==> src/rtl/pe_pkg.sv <==
// Shared types and constants for the PE operand feeder.
package pe_pkg;

    // Default operand word width (IEEE-754 single, carried as raw bits).
    localparam int DEFAULT_DATA_WIDTH = 32;

    // Floating-point +0.0; used as the partial sum outside the seeded block.
    localparam logic [31:0] FP_ZERO = 32'h0000_0000;

    // Feeder control states.
    typedef enum logic {
        IDLE = 1'b0,
        RUN  = 1'b1
    } state_e;

    // Index width for a table of n entries, never narrower than one bit.
    function automatic int idx_width(input int n);
        return (n > 1) ? $clog2(n) : 1;
    endfunction

endpackage

==> src/rtl/pe_operand_feeder_if.sv <==
// Handshake bundle between the operand feeder and its environment.
// master: the feeder itself. slave: the producer/PE side that talks to it.
interface pe_operand_feeder_if
    import pe_pkg::*;
#(
    parameter int DataWidth  = DEFAULT_DATA_WIDTH,
    parameter int CountWidth = 8
);

    // Weight load stream.
    logic                  wload_valid;
    logic                  wload_rdy;
    logic [DataWidth-1:0]  wload_data;

    // Activation push stream.
    logic                  in_valid;
    logic                  in_rdy;
    logic [DataWidth-1:0]  in_data;

    // Block-0 partial-sum stream.
    logic                  ps_valid;
    logic                  ps_rdy;
    logic [DataWidth-1:0]  ps_data;

    // Run command.
    logic                  start_valid;
    logic                  start_rdy;
    logic [CountWidth-1:0] start_blocks;
    logic                  start_psum_en;

    // Operand streams into the PE.
    logic [DataWidth-1:0]  W_DataOut;
    logic                  W_DataOutValid;
    logic                  W_DataOutRdy;
    logic [DataWidth-1:0]  I_DataOut;
    logic                  I_DataOutValid;
    logic                  I_DataOutRdy;
    logic [DataWidth-1:0]  O_DataOut;
    logic                  O_DataOutValid;
    logic                  O_DataOutRdy;

    // Status.
    logic                  busy;
    logic                  done;

    modport master (
        input  wload_valid, wload_data,
        output wload_rdy,
        input  in_valid, in_data,
        output in_rdy,
        input  ps_valid, ps_data,
        output ps_rdy,
        input  start_valid, start_blocks, start_psum_en,
        output start_rdy,
        output W_DataOut, W_DataOutValid,
        input  W_DataOutRdy,
        output I_DataOut, I_DataOutValid,
        input  I_DataOutRdy,
        output O_DataOut, O_DataOutValid,
        input  O_DataOutRdy,
        output busy, done
    );

    modport slave (
        output wload_valid, wload_data,
        input  wload_rdy,
        output in_valid, in_data,
        input  in_rdy,
        output ps_valid, ps_data,
        input  ps_rdy,
        output start_valid, start_blocks, start_psum_en,
        input  start_rdy,
        input  W_DataOut, W_DataOutValid,
        output W_DataOutRdy,
        input  I_DataOut, I_DataOutValid,
        output I_DataOutRdy,
        input  O_DataOut, O_DataOutValid,
        output O_DataOutRdy,
        input  busy, done
    );

endinterface

==> src/rtl/pe_feed_fifo.sv <==
// Synchronous activation FIFO. Full/empty come straight from the registered
// occupancy count, so there is no push-to-pop bypass: a word written into an
// empty FIFO becomes visible on pop_data_o one cycle later.
module pe_feed_fifo
    import pe_pkg::*;
#(
    parameter int DataWidth   = DEFAULT_DATA_WIDTH,
    parameter int BufferWidth = 4,
    parameter int BufferSize  = 16
) (
    input  logic                 clk,
    input  logic                 aclr,
    input  logic                 push_i,
    input  logic [DataWidth-1:0] push_data_i,
    input  logic                 pop_i,
    output logic [DataWidth-1:0] pop_data_o,
    output logic                 full_o,
    output logic                 empty_o
);

    localparam logic [BufferWidth:0] CountFull = (BufferWidth + 1)'(BufferSize);

    logic [DataWidth-1:0]   mem [BufferSize];
    logic [BufferWidth-1:0] wr_ptr_q, wr_ptr_d;
    logic [BufferWidth-1:0] rd_ptr_q, rd_ptr_d;
    logic [BufferWidth:0]   count_q, count_d;
    logic                   push_ok;
    logic                   pop_ok;

    assign full_o     = (count_q == CountFull);
    assign empty_o    = (count_q == '0);
    assign pop_data_o = mem[rd_ptr_q];

    // Pointer and occupancy next-state; pushes are dropped when full, pops when empty.
    always_comb begin
        // NOTE: every always_comb output gets a default first so no path can infer a latch.
        wr_ptr_d = wr_ptr_q;
        rd_ptr_d = rd_ptr_q;
        count_d  = count_q;
        push_ok  = push_i && !full_o;
        pop_ok   = pop_i && !empty_o;
        if (push_ok) begin
            wr_ptr_d = wr_ptr_q + BufferWidth'(1);
        end
        if (pop_ok) begin
            rd_ptr_d = rd_ptr_q + BufferWidth'(1);
        end
        case ({push_ok, pop_ok})
            2'b10:   count_d = count_q + (BufferWidth + 1)'(1);
            2'b01:   count_d = count_q - (BufferWidth + 1)'(1);
            default: count_d = count_q;
        endcase
    end

    // Control registers; reset empties the FIFO.
    always_ff @(posedge clk) begin
        // NOTE: sequential state uses non-blocking assignment so all registers update together.
        if (aclr) begin
            wr_ptr_q <= '0;
            rd_ptr_q <= '0;
            count_q  <= '0;
        end else begin
            wr_ptr_q <= wr_ptr_d;
            rd_ptr_q <= rd_ptr_d;
            count_q  <= count_d;
        end
    end

    // Storage array write port.
    always_ff @(posedge clk) begin
        // NOTE: storage is deliberately not reset; the cleared pointers make stale words unreachable.
        if (push_ok) begin
            mem[wr_ptr_q] <= push_data_i;
        end
    end

endmodule

==> src/rtl/pe_operand_feeder.sv <==
// Operand feeder for one PE: holds a block of stationary weights, buffers
// activations and issues {weight, input, psum} beats on three independent
// valid/ready channels. A new beat issues as soon as every channel of the
// previous one has been (or is being) accepted, so the steady rate is one
// beat per cycle.
module pe_operand_feeder
    import pe_pkg::*;
#(
    parameter int DataWidth   = DEFAULT_DATA_WIDTH,
    parameter int BlockLen    = 4,
    parameter int BufferWidth = 4,
    parameter int BufferSize  = 16,
    parameter int CountWidth  = 8
) (
    input  logic              clk,
    input  logic              aclr,
    pe_operand_feeder_if.master bus
);

    localparam int BeatWidth = idx_width(BlockLen);
    localparam int WcntWidth = $clog2(BlockLen + 1);

    typedef logic [BeatWidth-1:0] beat_t;

    localparam beat_t                LastBeat = beat_t'(BlockLen - 1);
    localparam logic [WcntWidth-1:0] WcntFull = WcntWidth'(BlockLen);

    // Weight block; contents survive reset, only the fill count is cleared.
    logic [DataWidth-1:0]  weight_q [BlockLen];

    state_e                state_q, state_d;
    logic [WcntWidth-1:0]  wcnt_q, wcnt_d;
    beat_t                 beat_q, beat_d;
    logic [CountWidth-1:0] blk_q, blk_d;
    logic [CountWidth-1:0] blocks_q, blocks_d;
    logic                  psum_en_q, psum_en_d;
    logic                  issued_all_q, issued_all_d;
    logic                  pw_q, pw_d;
    logic                  pi_q, pi_d;
    logic                  po_q, po_d;
    logic [DataWidth-1:0]  w_out_q, w_out_d;
    logic [DataWidth-1:0]  i_out_q, i_out_d;
    logic [DataWidth-1:0]  o_out_q, o_out_d;
    logic                  done_q, done_d;

    logic                  wload_rdy_c;
    logic                  start_rdy_c;
    logic                  ps_rdy_c;
    logic                  need_ps;
    logic                  slot_free;
    logic                  issue;
    logic                  fifo_full;
    logic                  fifo_empty;
    logic [DataWidth-1:0]  fifo_data;

    pe_feed_fifo #(
        .DataWidth   (DataWidth),
        .BufferWidth (BufferWidth),
        .BufferSize  (BufferSize)
    ) u_fifo (
        .clk         (clk),
        .aclr        (aclr),
        .push_i      (bus.in_valid),
        .push_data_i (bus.in_data),
        .pop_i       (issue),
        .pop_data_o  (fifo_data),
        .full_o      (fifo_full),
        .empty_o     (fifo_empty)
    );

    assign bus.in_rdy         = !fifo_full;
    assign bus.wload_rdy      = wload_rdy_c;
    assign bus.start_rdy      = start_rdy_c;
    assign bus.ps_rdy         = ps_rdy_c;
    assign bus.W_DataOut      = w_out_q;
    assign bus.I_DataOut      = i_out_q;
    assign bus.O_DataOut      = o_out_q;
    assign bus.W_DataOutValid = pw_q;
    assign bus.I_DataOutValid = pi_q;
    assign bus.O_DataOutValid = po_q;
    assign bus.busy           = (state_q == RUN);
    assign bus.done           = done_q;

    // Next-state, weight loading, run start and beat issue.
    always_comb begin
        state_d      = state_q;
        wcnt_d       = wcnt_q;
        beat_d       = beat_q;
        blk_d        = blk_q;
        blocks_d     = blocks_q;
        psum_en_d    = psum_en_q;
        issued_all_d = issued_all_q;
        w_out_d      = w_out_q;
        i_out_d      = i_out_q;
        o_out_d      = o_out_q;
        done_d       = 1'b0;
        issue        = 1'b0;
        ps_rdy_c     = 1'b0;

        wload_rdy_c = (state_q == IDLE) && (wcnt_q < WcntFull);
        start_rdy_c = (state_q == IDLE) && (wcnt_q == WcntFull);

        // A pending channel stays pending until its PE side accepts it.
        pw_d = pw_q && !bus.W_DataOutRdy;
        pi_d = pi_q && !bus.I_DataOutRdy;
        po_d = po_q && !bus.O_DataOutRdy;

        // Slot is free when nothing is left pending after this cycle's acceptances.
        slot_free = !pw_d && !pi_d && !po_d;
        need_ps   = psum_en_q && (blk_q == '0);

        if (wload_rdy_c && bus.wload_valid) begin
            wcnt_d = wcnt_q + WcntWidth'(1);
        end

        case (state_q)
            IDLE: begin
                if (start_rdy_c && bus.start_valid) begin
                    blocks_d     = bus.start_blocks;
                    psum_en_d    = bus.start_psum_en;
                    beat_d       = '0;
                    blk_d        = '0;
                    issued_all_d = 1'b0;
                    if (bus.start_blocks == '0) begin
                        done_d = 1'b1;
                    end else begin
                        state_d = RUN;
                    end
                end
            end

            RUN: begin
                if (issued_all_q) begin
                    // Last beat already issued: finish once it has fully drained.
                    if (slot_free) begin
                        state_d = IDLE;
                        done_d  = 1'b1;
                    end
                end else if (slot_free && !fifo_empty && (!need_ps || bus.ps_valid)) begin
                    issue    = 1'b1;
                    ps_rdy_c = need_ps;
                    pw_d     = 1'b1;
                    pi_d     = 1'b1;
                    po_d     = 1'b1;
                    w_out_d  = weight_q[beat_q];
                    i_out_d  = fifo_data;
                    o_out_d  = need_ps ? bus.ps_data : DataWidth'(FP_ZERO);
                    if (beat_q == LastBeat) begin
                        beat_d = '0;
                        blk_d  = blk_q + CountWidth'(1);
                        if (blk_q == blocks_q - CountWidth'(1)) begin
                            issued_all_d = 1'b1;
                        end
                    end else begin
                        beat_d = beat_q + BeatWidth'(1);
                    end
                end
            end

            default: state_d = IDLE;
        endcase
    end

    // Control and output registers; reset drops any beat in flight.
    always_ff @(posedge clk) begin
        if (aclr) begin
            state_q      <= IDLE;
            wcnt_q       <= '0;
            beat_q       <= '0;
            blk_q        <= '0;
            blocks_q     <= '0;
            psum_en_q    <= 1'b0;
            issued_all_q <= 1'b0;
            pw_q         <= 1'b0;
            pi_q         <= 1'b0;
            po_q         <= 1'b0;
            w_out_q      <= '0;
            i_out_q      <= '0;
            o_out_q      <= '0;
            done_q       <= 1'b0;
        end else begin
            state_q      <= state_d;
            wcnt_q       <= wcnt_d;
            beat_q       <= beat_d;
            blk_q        <= blk_d;
            blocks_q     <= blocks_d;
            psum_en_q    <= psum_en_d;
            issued_all_q <= issued_all_d;
            pw_q         <= pw_d;
            pi_q         <= pi_d;
            po_q         <= po_d;
            w_out_q      <= w_out_d;
            i_out_q      <= i_out_d;
            o_out_q      <= o_out_d;
            done_q       <= done_d;
        end
    end

    // Weight block write port, filled in index order while idle.
    always_ff @(posedge clk) begin
        if (wload_rdy_c && bus.wload_valid) begin
            weight_q[beat_t'(wcnt_q)] <= bus.wload_data;
        end
    end

endmodule

==> src/flat_wrapper.sv <==
// flat-port wrapper written by rule: the top's interface ports become plain ports
module pe_operand_feeder_flat import pe_pkg::*;
#(
    parameter int DataWidth   = DEFAULT_DATA_WIDTH,
    parameter int BlockLen    = 4,
    parameter int BufferWidth = 4,
    parameter int BufferSize  = 16,
    parameter int CountWidth  = 8
)
  (clk, aclr, bus_wload_valid, bus_wload_data, bus_wload_rdy, bus_in_valid, bus_in_data, bus_in_rdy, bus_ps_valid, bus_ps_data, bus_ps_rdy, bus_start_valid, bus_start_blocks, bus_start_psum_en, bus_start_rdy, bus_W_DataOut, bus_W_DataOutValid, bus_W_DataOutRdy, bus_I_DataOut, bus_I_DataOutValid, bus_I_DataOutRdy, bus_O_DataOut, bus_O_DataOutValid, bus_O_DataOutRdy, bus_busy, bus_done);
  pe_operand_feeder_if #(.DataWidth(DataWidth), .CountWidth(CountWidth)) bus_i ();
  input  logic clk;
  input  logic aclr;
  input wire logic [$bits(bus_i.wload_valid)-1:0] bus_wload_valid;
  input wire logic [$bits(bus_i.wload_data)-1:0] bus_wload_data;
  output wire logic [$bits(bus_i.wload_rdy)-1:0] bus_wload_rdy;
  input wire logic [$bits(bus_i.in_valid)-1:0] bus_in_valid;
  input wire logic [$bits(bus_i.in_data)-1:0] bus_in_data;
  output wire logic [$bits(bus_i.in_rdy)-1:0] bus_in_rdy;
  input wire logic [$bits(bus_i.ps_valid)-1:0] bus_ps_valid;
  input wire logic [$bits(bus_i.ps_data)-1:0] bus_ps_data;
  output wire logic [$bits(bus_i.ps_rdy)-1:0] bus_ps_rdy;
  input wire logic [$bits(bus_i.start_valid)-1:0] bus_start_valid;
  input wire logic [$bits(bus_i.start_blocks)-1:0] bus_start_blocks;
  input wire logic [$bits(bus_i.start_psum_en)-1:0] bus_start_psum_en;
  output wire logic [$bits(bus_i.start_rdy)-1:0] bus_start_rdy;
  output wire logic [$bits(bus_i.W_DataOut)-1:0] bus_W_DataOut;
  output wire logic [$bits(bus_i.W_DataOutValid)-1:0] bus_W_DataOutValid;
  input wire logic [$bits(bus_i.W_DataOutRdy)-1:0] bus_W_DataOutRdy;
  output wire logic [$bits(bus_i.I_DataOut)-1:0] bus_I_DataOut;
  output wire logic [$bits(bus_i.I_DataOutValid)-1:0] bus_I_DataOutValid;
  input wire logic [$bits(bus_i.I_DataOutRdy)-1:0] bus_I_DataOutRdy;
  output wire logic [$bits(bus_i.O_DataOut)-1:0] bus_O_DataOut;
  output wire logic [$bits(bus_i.O_DataOutValid)-1:0] bus_O_DataOutValid;
  input wire logic [$bits(bus_i.O_DataOutRdy)-1:0] bus_O_DataOutRdy;
  output wire logic [$bits(bus_i.busy)-1:0] bus_busy;
  output wire logic [$bits(bus_i.done)-1:0] bus_done;
  assign bus_i.wload_valid = bus_wload_valid;
  assign bus_i.wload_data = bus_wload_data;
  assign bus_wload_rdy = bus_i.wload_rdy;
  assign bus_i.in_valid = bus_in_valid;
  assign bus_i.in_data = bus_in_data;
  assign bus_in_rdy = bus_i.in_rdy;
  assign bus_i.ps_valid = bus_ps_valid;
  assign bus_i.ps_data = bus_ps_data;
  assign bus_ps_rdy = bus_i.ps_rdy;
  assign bus_i.start_valid = bus_start_valid;
  assign bus_i.start_blocks = bus_start_blocks;
  assign bus_i.start_psum_en = bus_start_psum_en;
  assign bus_start_rdy = bus_i.start_rdy;
  assign bus_W_DataOut = bus_i.W_DataOut;
  assign bus_W_DataOutValid = bus_i.W_DataOutValid;
  assign bus_i.W_DataOutRdy = bus_W_DataOutRdy;
  assign bus_I_DataOut = bus_i.I_DataOut;
  assign bus_I_DataOutValid = bus_i.I_DataOutValid;
  assign bus_i.I_DataOutRdy = bus_I_DataOutRdy;
  assign bus_O_DataOut = bus_i.O_DataOut;
  assign bus_O_DataOutValid = bus_i.O_DataOutValid;
  assign bus_i.O_DataOutRdy = bus_O_DataOutRdy;
  assign bus_busy = bus_i.busy;
  assign bus_done = bus_i.done;
  pe_operand_feeder #(.DataWidth(DataWidth), .BlockLen(BlockLen), .BufferWidth(BufferWidth), .BufferSize(BufferSize), .CountWidth(CountWidth)) u_core (.clk(clk), .aclr(aclr), .bus(bus_i));
endmodule
==> config.mk <==
export PLATFORM = sky130hd
export DESIGN_NAME = pe_operand_feeder_flat
export DESIGN_NICKNAME = d
export VERILOG_FILES = /design/src/rtl/pe_pkg.sv /design/src/rtl/pe_operand_feeder_if.sv /design/src/rtl/pe_feed_fifo.sv /design/src/rtl/pe_operand_feeder.sv /design/src/flat_wrapper.sv
export SDC_FILE = /design/constraint.sdc
export NUM_CORES = 1
export LEC_CHECK = 0
export CAP_MARGIN = 10
export CORE_MARGIN = 4
export CORE_UTILIZATION = 37
export DETAILED_ROUTE_END_ITERATION = 8
export HOLD_SLACK_MARGIN = 0.03
export PLACE_DENSITY = 0.6
export SLEW_MARGIN = 20
export SYNTH_ARGS = -nofsm -noshare
export SYNTH_HDL_FRONTEND = slang
export SYNTH_SLANG_ARGS = --single-unit
==> constraint.sdc <==
create_clock -name clk -period 5 [get_ports clk]
set_clock_uncertainty 0.2 [all_clocks]
set_input_delay 0.5 -clock clk [delete_from_list [all_inputs] [get_ports clk]]
set_output_delay 0.5 -clock clk [all_outputs]
set_load 0.01 [all_outputs]
==> results.toml, run 1 <==
[timing]
relSlewSlack_pct = 25.3
setup_viol = 0
worst_slew_pin_slew_ps = 1120
rsz0062_at_grt = "no"
finalCriticalPeriod_ps = 3800
finalCritPeriodShare_pct = 76.1
max_freq_mhz = 263
hold_violations = 0
tns_ps = 0
slew_violations = 0

[power_and_ir_drop]
p_sw_share_pct = 20.4
powerDensity_nw_per_um2 = 382
cellLeakagePower_uw = 0.0110
combPwrFrac_pct = 2.9
ir_drop_mv = 0.236
internal-power_uw = 10900
p_seq_share_pct = 52.1
switching_power_uw = 2790
clkPwrFrac_pct = 45.0

[layout]
syn_to_final_growth_pct = 21.1
fin_nets = 1987
stdcell_count = 2973
regArea_um2 = 22000
fillers = 6710
final_cell_area_um2 = 35800
drive_gt1_share_pct = 20.2
multi_input_area_um2 = 7190

[synthesis]
avgSynthCellArea_um2 = 18.4
synth-edff-count = 640
synthArstFlopShare_pct = 0
synth.largest_area_cell = "edfxtp_1"
synth_cells = 1610
synth_common_cells = "640 x edfxtp_1, 160 x mux4_2, 137 x dfxtp_1"
synth_warnings = 0
syn_area_um2 = 29600
synth_seq_cells = 777
synthFlopType = "edfxtp_1"
ys_seq_area_share_pct = 74.2
synthTopCellsByArea = "edfxtp_1 65%, mux4_2 12%, dfxtp_1 9.3%, nand2_1 1.7%, a21oi_1 1.6%"
syn-num-nets = 1742
synth_top_area_share_pct = 64.9
synth_most_common_cell = "edfxtp_1"
synth.distinct_cells = 53

[worst_setup_path]
rr_worst_depth = 9
cp-end-kind = "output port"
cp.required_ps = 4300
worstPathMaxFanout = 57
crit_buf_inv = 3
cp_slowest_cell = "buf_4"
crit_path_start = "u_core.blk_q[0]"
critical_path_class = "flop to output port"
crit_chain = "inv_1 -> ha_1 -> nor4b_2 -> nand2_1 -> o2111ai_4 -> buf_4 -> nor2_1 -> clkdlybuf4s50_1"
rrSetupSlack_ps = 1560
reg2reg_from = "u_core.blk_q[0]"
crit_family = "buffers and inverters"
cp-start-kind = "flop"
r2r_end = "u_core.bus.I_DataOut[1]"
max_stage_delay_ps = 580
cp.arrival_ps = 3100

[placement]
dp_cells = 2821
gp_congestion = 0.732
dp_hpwl_mm = 40.3
io_buffers = 218
postPlaceCellArea_um2 = 33100

[clock_tree]
cts_tree = "yes"
ctsResizeCount = 0
cts-root-to-sink-buffers = 3
cts_setup_buffers = 0
cts-hold-fix-buffers = 0
clock-sinks = 777
ctsRootBufferMaster = "clkbuf_16"
clkTransAtPathRegs_ps = 60
cts_made_buffers = 82
cts_htree_levels = 3
clock_latency_ps = 630

[route]
wl_mm = 67.5
vias = 15422
drt_iter0_drc = 999
first_pass_iters = 5
viasPerCell = 5.19
drc = 0
drtAntennaViolNets = 0
routedWlPerCell_um = 22.7

[grt]
antenna_found_initial = 3
grt_pass1_vias = 16210
grtUsageTotal_pct = 15.8
grt_start_max_net_pins = 72
overflow = 0
grt_pass1_wl_mm = 103

[die]
fp.dieH_um = 291
core_um2 = 79100
num_rows = 103
dieArea_um2 = 84600
pin_count = 219
die_width_um = 291
start_util_pct = 37.4

[worst_hold_path]
min_from = "aclr"
hold_depth = 2
min_to = "u_core.bus.done"
min-delay-path-class = "input port to flop"

[job]
max_cap_viol_count = 0

[status]
status = "completed"
cell families after synthesis:
| group | after synthesis | share of synthesized area, % |
|---|---|---|
| and+or+nand+nor | 300 | 4.95 |
| muxes | 161 | 12.2 |
| xor gates and xnor gates | 15 | 0.444 |
| buffers and inverters | 117 | 1.95 |
| adders and majority gates | 18 | 0.786 |
| AOI/OAI and AO/OA | 222 | 5.45 |
| DFF | 777 | 74.2 |
per-stage QoR:
step	hold slack [ps]	utilization [%]	setup slack, ps	power (uW)
2_1_floorplan	231	-	954	7440
3_3_place_gp	237	41.8	1320	7660
3_5_place_dp	247	41.8	1180	7690
4_1_cts	141	45.3	1120	13900
5_1_grt	164	45.3	887	14200
6_report	150	45.3	1200	13700
power by group through the flow:
stage / Combinational, uW / Clock, uW / Sequential (uW)
CTS: 411 / 6340 / 7140
global route: 438 / 6610 / 7140
floorplan: 162 / 0 / 7270
detailed placement: 409 / 0 / 7280
global placement: 395 / 0 / 7270
finish: 402 / 6170 / 7140
cells in the final DEF (no fill, tap or decap), types with 4 or more instances in the layout:
cell,netlist,layout
nand2b_1,7,7
clkinv_1,0,15
clkdlybuf4s50_1,0,217
nor2_4,0,13
a221oi_2,30,30
bufinv_16,0,9
nand3_1,40,40
o21ai_0,9,9
mux4_2,160,160
o31ai_1,4,4
buf_4,8,39
or3_1,6,6
nor4_1,6,6
nand2_1,132,132
dfxtp_1,137,134
a22o_1,33,33
nor3_2,0,4
o21ai_1,32,32
nand3b_1,33,33
inv_1,18,18
xnor2_1,11,11
and3_1,7,7
clkbuf_16,0,83
clkbuf_8,0,6
edfxtp_1,640,640
or4_1,4,4
ha_1,17,17
nor2_1,39,26
inv_6,0,4
clkbuf_1,47,9
a21oi_1,97,97
clkinv_2,0,12
xor2_1,4,4
nor2b_1,6,4
registers in the layout, summed over array words and instances (netlist names), 2 cells and up:
signal,flops
u_core.u_fifo.mem,512
u_core.weight_q,128
u_core.bus.I_DataOut,32
u_core.bus.O_DataOut,32
u_core.bus.W_DataOut,32
u_core.blk_q,8
u_core.blocks_q,8
u_core.u_fifo.count_q,5
u_core.u_fifo.rd_ptr_q,4
u_core.u_fifo.wr_ptr_q,4
u_core.wcnt_q,3
u_core.beat_q,2
metal layers:
layer	part of all wire (%)	routed length, um	global-route usage (%)
met5	0	0	0
met1	42	28600	20.8
met4	1.9	1260	4.14
met3	4.8	3260	3.17
met2	51	34400	27.1
worst max path at each step:
| stage | end | cells after the start | slack (ps) |
|---|---|---|---|
| floorplan | u_core.u_fifo.mem[3][0] | 3 | 950 |
| global placement | u_core.bus.I_DataOut[0] | 8 | 1320 |
| detailed placement | u_core.bus.I_DataOut[1] | 8 | 1180 |
| CTS | bus_ps_rdy | 8 | 1120 |
| global route | bus_ps_rdy | 8 | 890 |
| finish | bus_ps_rdy | 8 | 1200 |
area by class of cell:
| class | count | area share [%] |
|---|---|---|
| diodes | 3 | 0.0209 |
| multi-input cells | 716 | 20.1 |
| repair buffers | 259 | 7.05 |
| flip-flops and latches | 777 | 61.3 |
| clock inverters | 51 | 1.58 |
| well taps | 1050 | 3.67 |
| clock buffers | 98 | 6.12 |
| inverters | 19 | 0.199 |
Power figures use the tool's default switching activity.
==> run 2: changes to the inputs <==
clock period = 3.65 ns   (was 5 ns; I/O delays follow)
==> results.toml, run 2 (synthesized netlist as in run 1, its figures left out) <==
[status]
status = "completed"

[placement]
io_buffers = 218
gp_congestion = 0.755
dp_hpwl_mm = 40.6
place_ws_ps = 162

[timing]
finalCriticalPeriod_ps = 3420
hold_violations = 0
tns_ps = 0
setup_viol = 0
finalCritPeriodShare_pct = 93.7
max_freq_mhz = 293
rsz0062_at_grt = "no"
slew_violations = 0
setup_ws_ps = 232
relSlewSlack_pct = 38.4
worst_slew_pin_slew_ps = 924

[layout]
fillers = 6763
most-common-layout-cells = "640 x edfxtp_1, 217 x clkdlybuf4s50_1, 160 x mux4_2, 134 x dfxtp_1, 132 x nand2_1"
top_register = "u_core.u_fifo.mem"
regArea_um2 = 22000
largest_reg_flops = 512
syn_to_final_growth_pct = 22.1
fin_nets = 2015
multi_input_area_um2 = 7210
final_common_cell = "edfxtp_1"
reg.largest.list = "u_core.u_fifo.mem x512, u_core.weight_q x128"
drive_gt1_share_pct = 21.3

[worst_setup_path]
cp_slowest_cell = "clkdlybuf4s50_1"
max_stage_delay_ps = 510
cp.arrival_ps = 2850
worstPathMaxFanout = 58
crit_family = "buffers and inverters"
crit_buf_inv = 3
crit_chain = "inv_1 -> ha_1 -> nor4b_2 -> nand2_1 -> o2111ai_4 -> buf_12 -> nor2_1 -> clkdlybuf4s50_1"
cp.required_ps = 3080
critical_path_class = "flop to output port"
cp-start-kind = "flop"
cp-end-kind = "output port"

[die]
num_rows = 103
fp.dieH_um = 291
dieArea_um2 = 84600
start_util_pct = 37.4
core_um2 = 79100
die_width_um = 291
pin_count = 219

[route]
top_layer = "met5"
first_pass_iters = 5
routedWlPerCell_um = 23.3
viasPerCell = 5.27
vias = 15859
wl_met1_mm = 29.3
drtAntennaViolNets = 0
wl_mm = 70.1
drc = 0
drt_iter0_drc = 1138
wl_met2_mm = 35.1
wl_met3_mm = 4.29

[grt]
antenna_found_initial = 7
grt_start_max_net_pins = 72
grt_pass1_wl_mm = 106
overflow = 0
grtUsageTotal_pct = 16.4
grt_pass1_vias = 16475

[clock_tree]
cts-root-to-sink-buffers = 3
clock-sinks = 777
ctsRootBufferMaster = "clkbuf_16"
cts-hold-fix-buffers = 0
clkTransAtPathRegs_ps = 70
cts_tree = "yes"
cts_htree_levels = 3
clock_latency_ps = 630
cts_made_buffers = 83

[power_and_ir_drop]
cellLeakagePower_uw = 0.0111
powerDensity_nw_per_um2 = 513
power_uw = 18500
ir_drop_mv = 0.313

[job]
max_cap_viol_count = 0

[worst_hold_path]
min-delay-path-class = "input port to flop"
[run 2: changes by cell type in the layout (fill, tap and decap cells not counted), sizes merged]
cell / previous run / this run
clkinv: 31 / 40
clkbuf: 98 / 103
buf: 42 / 69
diode: 3 / 4
bufinv: 9 / 6
inv: 28 / 24
[run 2: final timing paths]
kind / from / endpoint / slack (ps) / depth (start not counted)
max reg2reg: u_core.blk_q[0] / u_core.u_fifo.count_q[4] / 330 / 14
min reg2reg: u_core.bus.W_DataOut[26] / u_core.bus.W_DataOut[26] / 250 / 2
max: u_core.blk_q[0] / bus_ps_rdy / 230 / 8
min: aclr / u_core.bus.busy / 80 / 2
[run 2: routing by layer]
metal	vias to the layer above	GRT usage (%)
li1	6993	-
met1	8299	21.5
met2	465	27.8
met3	96	3.25
met4	6	4.73
met5	-	0
[run 2: what timing repair did]
item                                    CTS  global route
buffers inserted                          0             0
gates resized for setup                   1             3
endpoints found under the setup margin    1             1
[run 2: per-stage QoR]
stage / hold WS [ps] / instances / util (%) / instance area [um^2]
after detailed placement: 246 / 2848 / 42.2 / 33400
after CTS: 56.4 / 3004 / 45.6 / 36100
after global routing: 89.1 / 3006 / 45.6 / 36100
after floorplan: 231 / 1610 / - / 29600
final: 83.9 / 3008 / 45.7 / 36100
after global placement: 236 / 2848 / 42.2 / 33400
[run 2: where the power goes]
part	switching, uW	total (uW)	internal [uW]
Sequential	36.7	9780	9740
Combinational	310	552	242
Clock	3440	8200	4760
[run 2: final cells by class]
| class | count | area share (%) |
|---|---|---|
| antenna | 4 | 0.0277 |
| clock buffer | 103 | 6.10 |
| clock inverter | 53 | 1.38 |
| inverter | 19 | 0.197 |
| multi-input combinational | 716 | 20.0 |
| sequential | 777 | 60.8 |
| tap | 1050 | 3.64 |
| timing repair buffer | 286 | 7.90 |
==> run 3: changes to the inputs <==
CAP_MARGIN = unset   (was 10)
==> results of run 3 <==
Final layout, timing and power as in run 2 (identical DEF).
==> RTL edit 1: new RTL, settings of run 2 <==
`DEFAULT_DATA_WIDTH`: 32 -> 16.
--- a/src/rtl/pe_pkg.sv
+++ b/src/rtl/pe_pkg.sv
@@ -3,5 +3,5 @@
 
     // Default operand word width (IEEE-754 single, carried as raw bits).
-    localparam int DEFAULT_DATA_WIDTH = 32;
+    localparam int DEFAULT_DATA_WIDTH = 16;
 
     // Floating-point +0.0; used as the partial sum outside the seeded block.
Interface: changed (6 resized); port bits go from 219 to 123. No check against the original RTL was run, so the function may have changed too.
==> RTL edit 1 against run 2 <==
  * Worst hold slack lost 0.0048 ns
  * Sequential cell count shrank 368
  * Total power shrank 48%
  * Design area shrank 47%
  * Count of clock-buffer cells in the layout shrank 47
  * Worst setup slack lost 0.084 ns
  * Clock power shrank 49%
  * Synthesized cell count shrank 39%
  * Routed wire length shrank 50%
  * Maximum frequency shrank 2.4%
  * Area after synthesis shrank 46%
==> RTL edit 1: results (changes against run 2) <==
| Metric | Value |
|---|---|
| Via Count | `8865 (-44%)` |
| Total CTS buffers | `43 (-48%)` |
| VDD IR max | `294.3 uV (-6.0%)` |
| Synth Register Bits | `409 (-47%)` |
| Clock net power | `4200 uW (-49%)` |
| Synth Net Count | `1069 (-39%)` |
| Inst Count DP | `1623 (-43%)` |
| Mux cell area share after synthesis | `0.1143 (-0.007773)` |
| Multi-input combinational area share | `0.2182 (+0.01870)` |
| Clock buffer cells | `56 (-46%)` |
| H-tree depth | `2 (-1)` |
| Non-clk bufs | `159 (-44%)` |
| Top cells by count, synth | `320 x edfxtp_1, 128 x nand2_1, 89 x dfxtp_1` |
| Clock buf/inv share | `0.07058 (-0.004131)` |
| Max stage delay on crit path | `0.43 ns (-0.08 ns)` |
| WHS Endpoint | `u_core.wcnt_q[2]` |
| Outcome | `finished clean` |
| Initial antenna violation count | `3 (-4)` |
| WHS | `0.07908 ns (-0.004804 ns)` |
| Setup Slack @ Placement | `0.01173 ns (-0.1505 ns)` |
| CP delay by family, top | `simple AND/OR/NAND/NOR gates` |
| Clk pwr share | `0.436 (-0.007)` |
| R2r setup slk | `0.15 ns (-0.18 ns)` |
| Fin cells | `1701 (-43%)` |
| Pin count of the biggest net entering global routing | `60 (-17%)` |
| Post-synthesis cell area | `15850 um2 (-46%)` |
| Seq/total area | `0.5925 (-0.01563)` |
| Synth top area cells | `edfxtp_1 61%, mux4_2 11%, dfxtp_1 11%` |
| Synthesis-to-layout area growth | `21.38%` |
| First-pass GRT wire length | `53780 um (-49%)` |
| Multi-In Gates | `497 (-31%)` |
| GRT Resource Usage Total | `0.1489 (-0.01490)` |
## RTL edit 1: per-layer routing
layer | track usage | up-vias | share of wire
li1 | - | 4075 | -
met1 | 0.2073 | 4494 | 0.46
met2 | 0.2382 | 239 | 0.47
met3 | 0.03489 | 53 | 0.055
met4 | 0.03804 | 4 | 0.021
met5 | 0 | - | 0.00078
## RTL edit 1: how the worst max path moves through the flow
stage / from / endpoint / slack [ns] / cells past startpoint
final: u_core.blk_q[0] / u_core.u_fifo.count_q[4] / 0.15 / 14
after global routing: u_core.blk_q[0] / u_core.u_fifo.count_q[4] / -0.02 / 14
after CTS: u_core.blk_q[0] / u_core.u_fifo.count_q[4] / 0.1 / 14
after detailed placement: bus_I_DataOutRdy / u_core.u_fifo.count_q[4] / 0.01 / 13
after global placement: bus_W_DataOutRdy / u_core.u_fifo.count_q[4] / 0.08 / 13
after floorplan: u_core.blk_q[1] / u_core.u_fifo.count_q[4] / 0.004 / 17
==> RTL edit 2: new RTL, settings of run 2 <==
Made on the original files. One comparison of `count_q` changes from == to >=.
--- a/src/rtl/pe_feed_fifo.sv
+++ b/src/rtl/pe_feed_fifo.sv
@@ -28,5 +28,5 @@
     logic                   pop_ok;
 
-    assign full_o     = (count_q == CountFull);
+    assign full_o     = (count_q >= CountFull);
     assign empty_o    = (count_q == '0);
     assign pop_data_o = mem[rd_ptr_q];
Check against the original RTL: no difference found for any inputs over 4 cycles, from zero or initial values; that may be too few to reach the edited logic, so the function may still have changed.
==> RTL edit 2 against run 2 <==
  * Worst hold slack gained 0.018 ns
  * First-iteration DRC count grew 1.5%
  * Global-route usage shrank 0.20 points
  * Worst setup slack gained 0.14 ns
  * Routed wire length shrank 1.6%
  * Design area shrank 0.42%
  * Area after synthesis shrank 0.28%
  * Register-to-register slack gained 0.04 ns
  * Total power grew 0.40%
  * Sequential cell count is the same
  * Critical path type is now reg2reg
  * Critical endpoint is now u_core.u_fifo.count_q[4]
==> RTL edit 2: results (changes against run 2) <==
| Metric | Value |
|---|---|
| Detailed router's first-iteration violation count | `1155 (+1.5%)` |
| Post-synthesis sequential area ratio | `0.7442 (+0.002077)` |
| Min Tclk post-route | `3.277 ns (-0.1412 ns)` |
| GP Congestion | `0.7339 (-2.7%)` |
| P_leak | `0.01110 uW (-0.43%)` |
| Synth top area cells | `edfxtp_1 65%, mux4_2 12%, dfxtp_1 9.3%` |
| VDD IR max | `333.2 uV (+6.4%)` |
| Post-CTS Resized | `0 (-1)` |
| Pin count of the biggest net entering global routing | `71 (-1.4%)` |
| Crit-path max FO | `7 (-88%)` |
| Met2 usage | `0.2719 (-0.005988)` |
| Detailed Place HPWL | `40310 um (-0.62%)` |
| Synth Net Count | `1800 (+3.3%)` |
| CP delay by family, top | `simple AND/OR/NAND/NOR gates` |
| First-pass GRT wire length | `104700 um (-1.1%)` |
| Layout cells sized above 1 | `0.1872 (-0.02574)` |
| Slowest cell on the critical path | `dfxtp_1` |
| Wire per inst | `22.63 um (-2.9%)` |
| Layout net count | `2057 (+2.1%)` |
| Min-delay worst type | `in2reg` |
| Outcome | `finished clean` |
| Met3 Use GR | `0.03125 (-0.001223)` |
| Via Count | `15.83k (-0.16%)` |
| Crit path DAT | `3.64 ns (+0.79 ns)` |
| Library cells used by synthesis | `49 (-7.5%)` |
| Setup Slack @ Placement | `0.06483 ns (-0.09743 ns)` |
| Max stage delay on crit path | `0.46 ns (-0.05 ns)` |
| Tightest Pin Transition | `0.9502 ns (+0.02636 ns)` |
| Vias in the first global route | `16.80k (+2.0%)` |
[RTL edit 2: cell types whose count changed after synthesis, sizes merged, moves of 8 or more]
cell    change
a22oi      +64
o21ai      -35
nand2      +95
buf         +8
a22o       -33
a21oi      +33
nand3b     -31
a221oi     -32
[RTL edit 2: per-stage QoR]
step,power [uW],util,cells,area (um2),hold WS [ns]
after floorplan,10190,-,1668,29530,0.2369
after global placement,10500,0.4205,2889,33220,0.2383
after detailed placement,10530,0.4205,2889,33220,0.2468
after CTS,18840,0.4553,3043,35960,0.04857
after global routing,19260,0.4553,3044,35970,0.08890
final,18610,0.4554,3047,35970,0.1019
[RTL edit 2: path summary, 6_finish.rpt]
check	start	to	cells after the start
hold reg to reg	u_core.bus.O_DataOut[3]	u_core.bus.O_DataOut[3]	2
setup / recovery	u_core.blk_q[1]	u_core.u_fifo.count_q[4]	14
setup reg to reg	u_core.blk_q[1]	u_core.u_fifo.count_q[4]	14
hold / removal	bus_ps_data[9]	u_core.bus.O_DataOut[9]	3
[RTL edit 2: per-layer routing]
metal,up-vias,wire (um)
met5,-,38
met4,6,1201
met3,94,3749
met2,434,34560
met1,8237,29410
li1,7063,-
[RTL edit 2: logic make-up after synthesis]
logic type | count (synthesis) | share of synthesized area
buf+inv | 120 | 0.02192
simple gates | 359 | 0.05368
fa+ha+maj | 18 | 0.007886
flops | 777 | 0.7442
mux | 165 | 0.1238
xor+xnor | 16 | 0.004748
compound gates | 213 | 0.04376
[RTL edit 2: where the power goes]
part	internal [uW]	switching, uW	leakage, uW
clock	4760	3510	0.00134
sequential	9740	36.6	0.00691
combinational	234	315	0.00286
total	14700	3870	0.0111
[RTL edit 2: repair_timing]
| action | 4_1_cts | 5_1_grt |
|---|---|---|
| hold buffers | 1 | 0 |
| endpoints found under the hold margin | 17 | 0 |
| buffers inserted | 0 | 0 |
[RTL edit 2: cell type report]
class                   instances  area (um2)
fillers                      6738       43030
flip-flops and latches        777       21970
multi-input cells             771        7061
repair buffers                275        2823
clock buffers                 111        2293
well taps                    1050        1314
clock inverters                42       437.9
inverters                      17       66.31
diodes                          4       10.01
[RTL edit 2: worst register-to-register path: stages (launching register included)]
cell and delay [ns]:
dfxtp_1 0.46, inv_1 0.08, ha_1 0.19, nor4b_4 0.13, nand2_2 0.13, o2111ai_4 0.15
inv_4 0.10, ha_1 0.22, inv_1 0.10, fa_1 0.40, nor2b_1 0.17, o21ai_0 0.11
and3_1 0.20, or4_1 0.40, a21oi_1 0.16
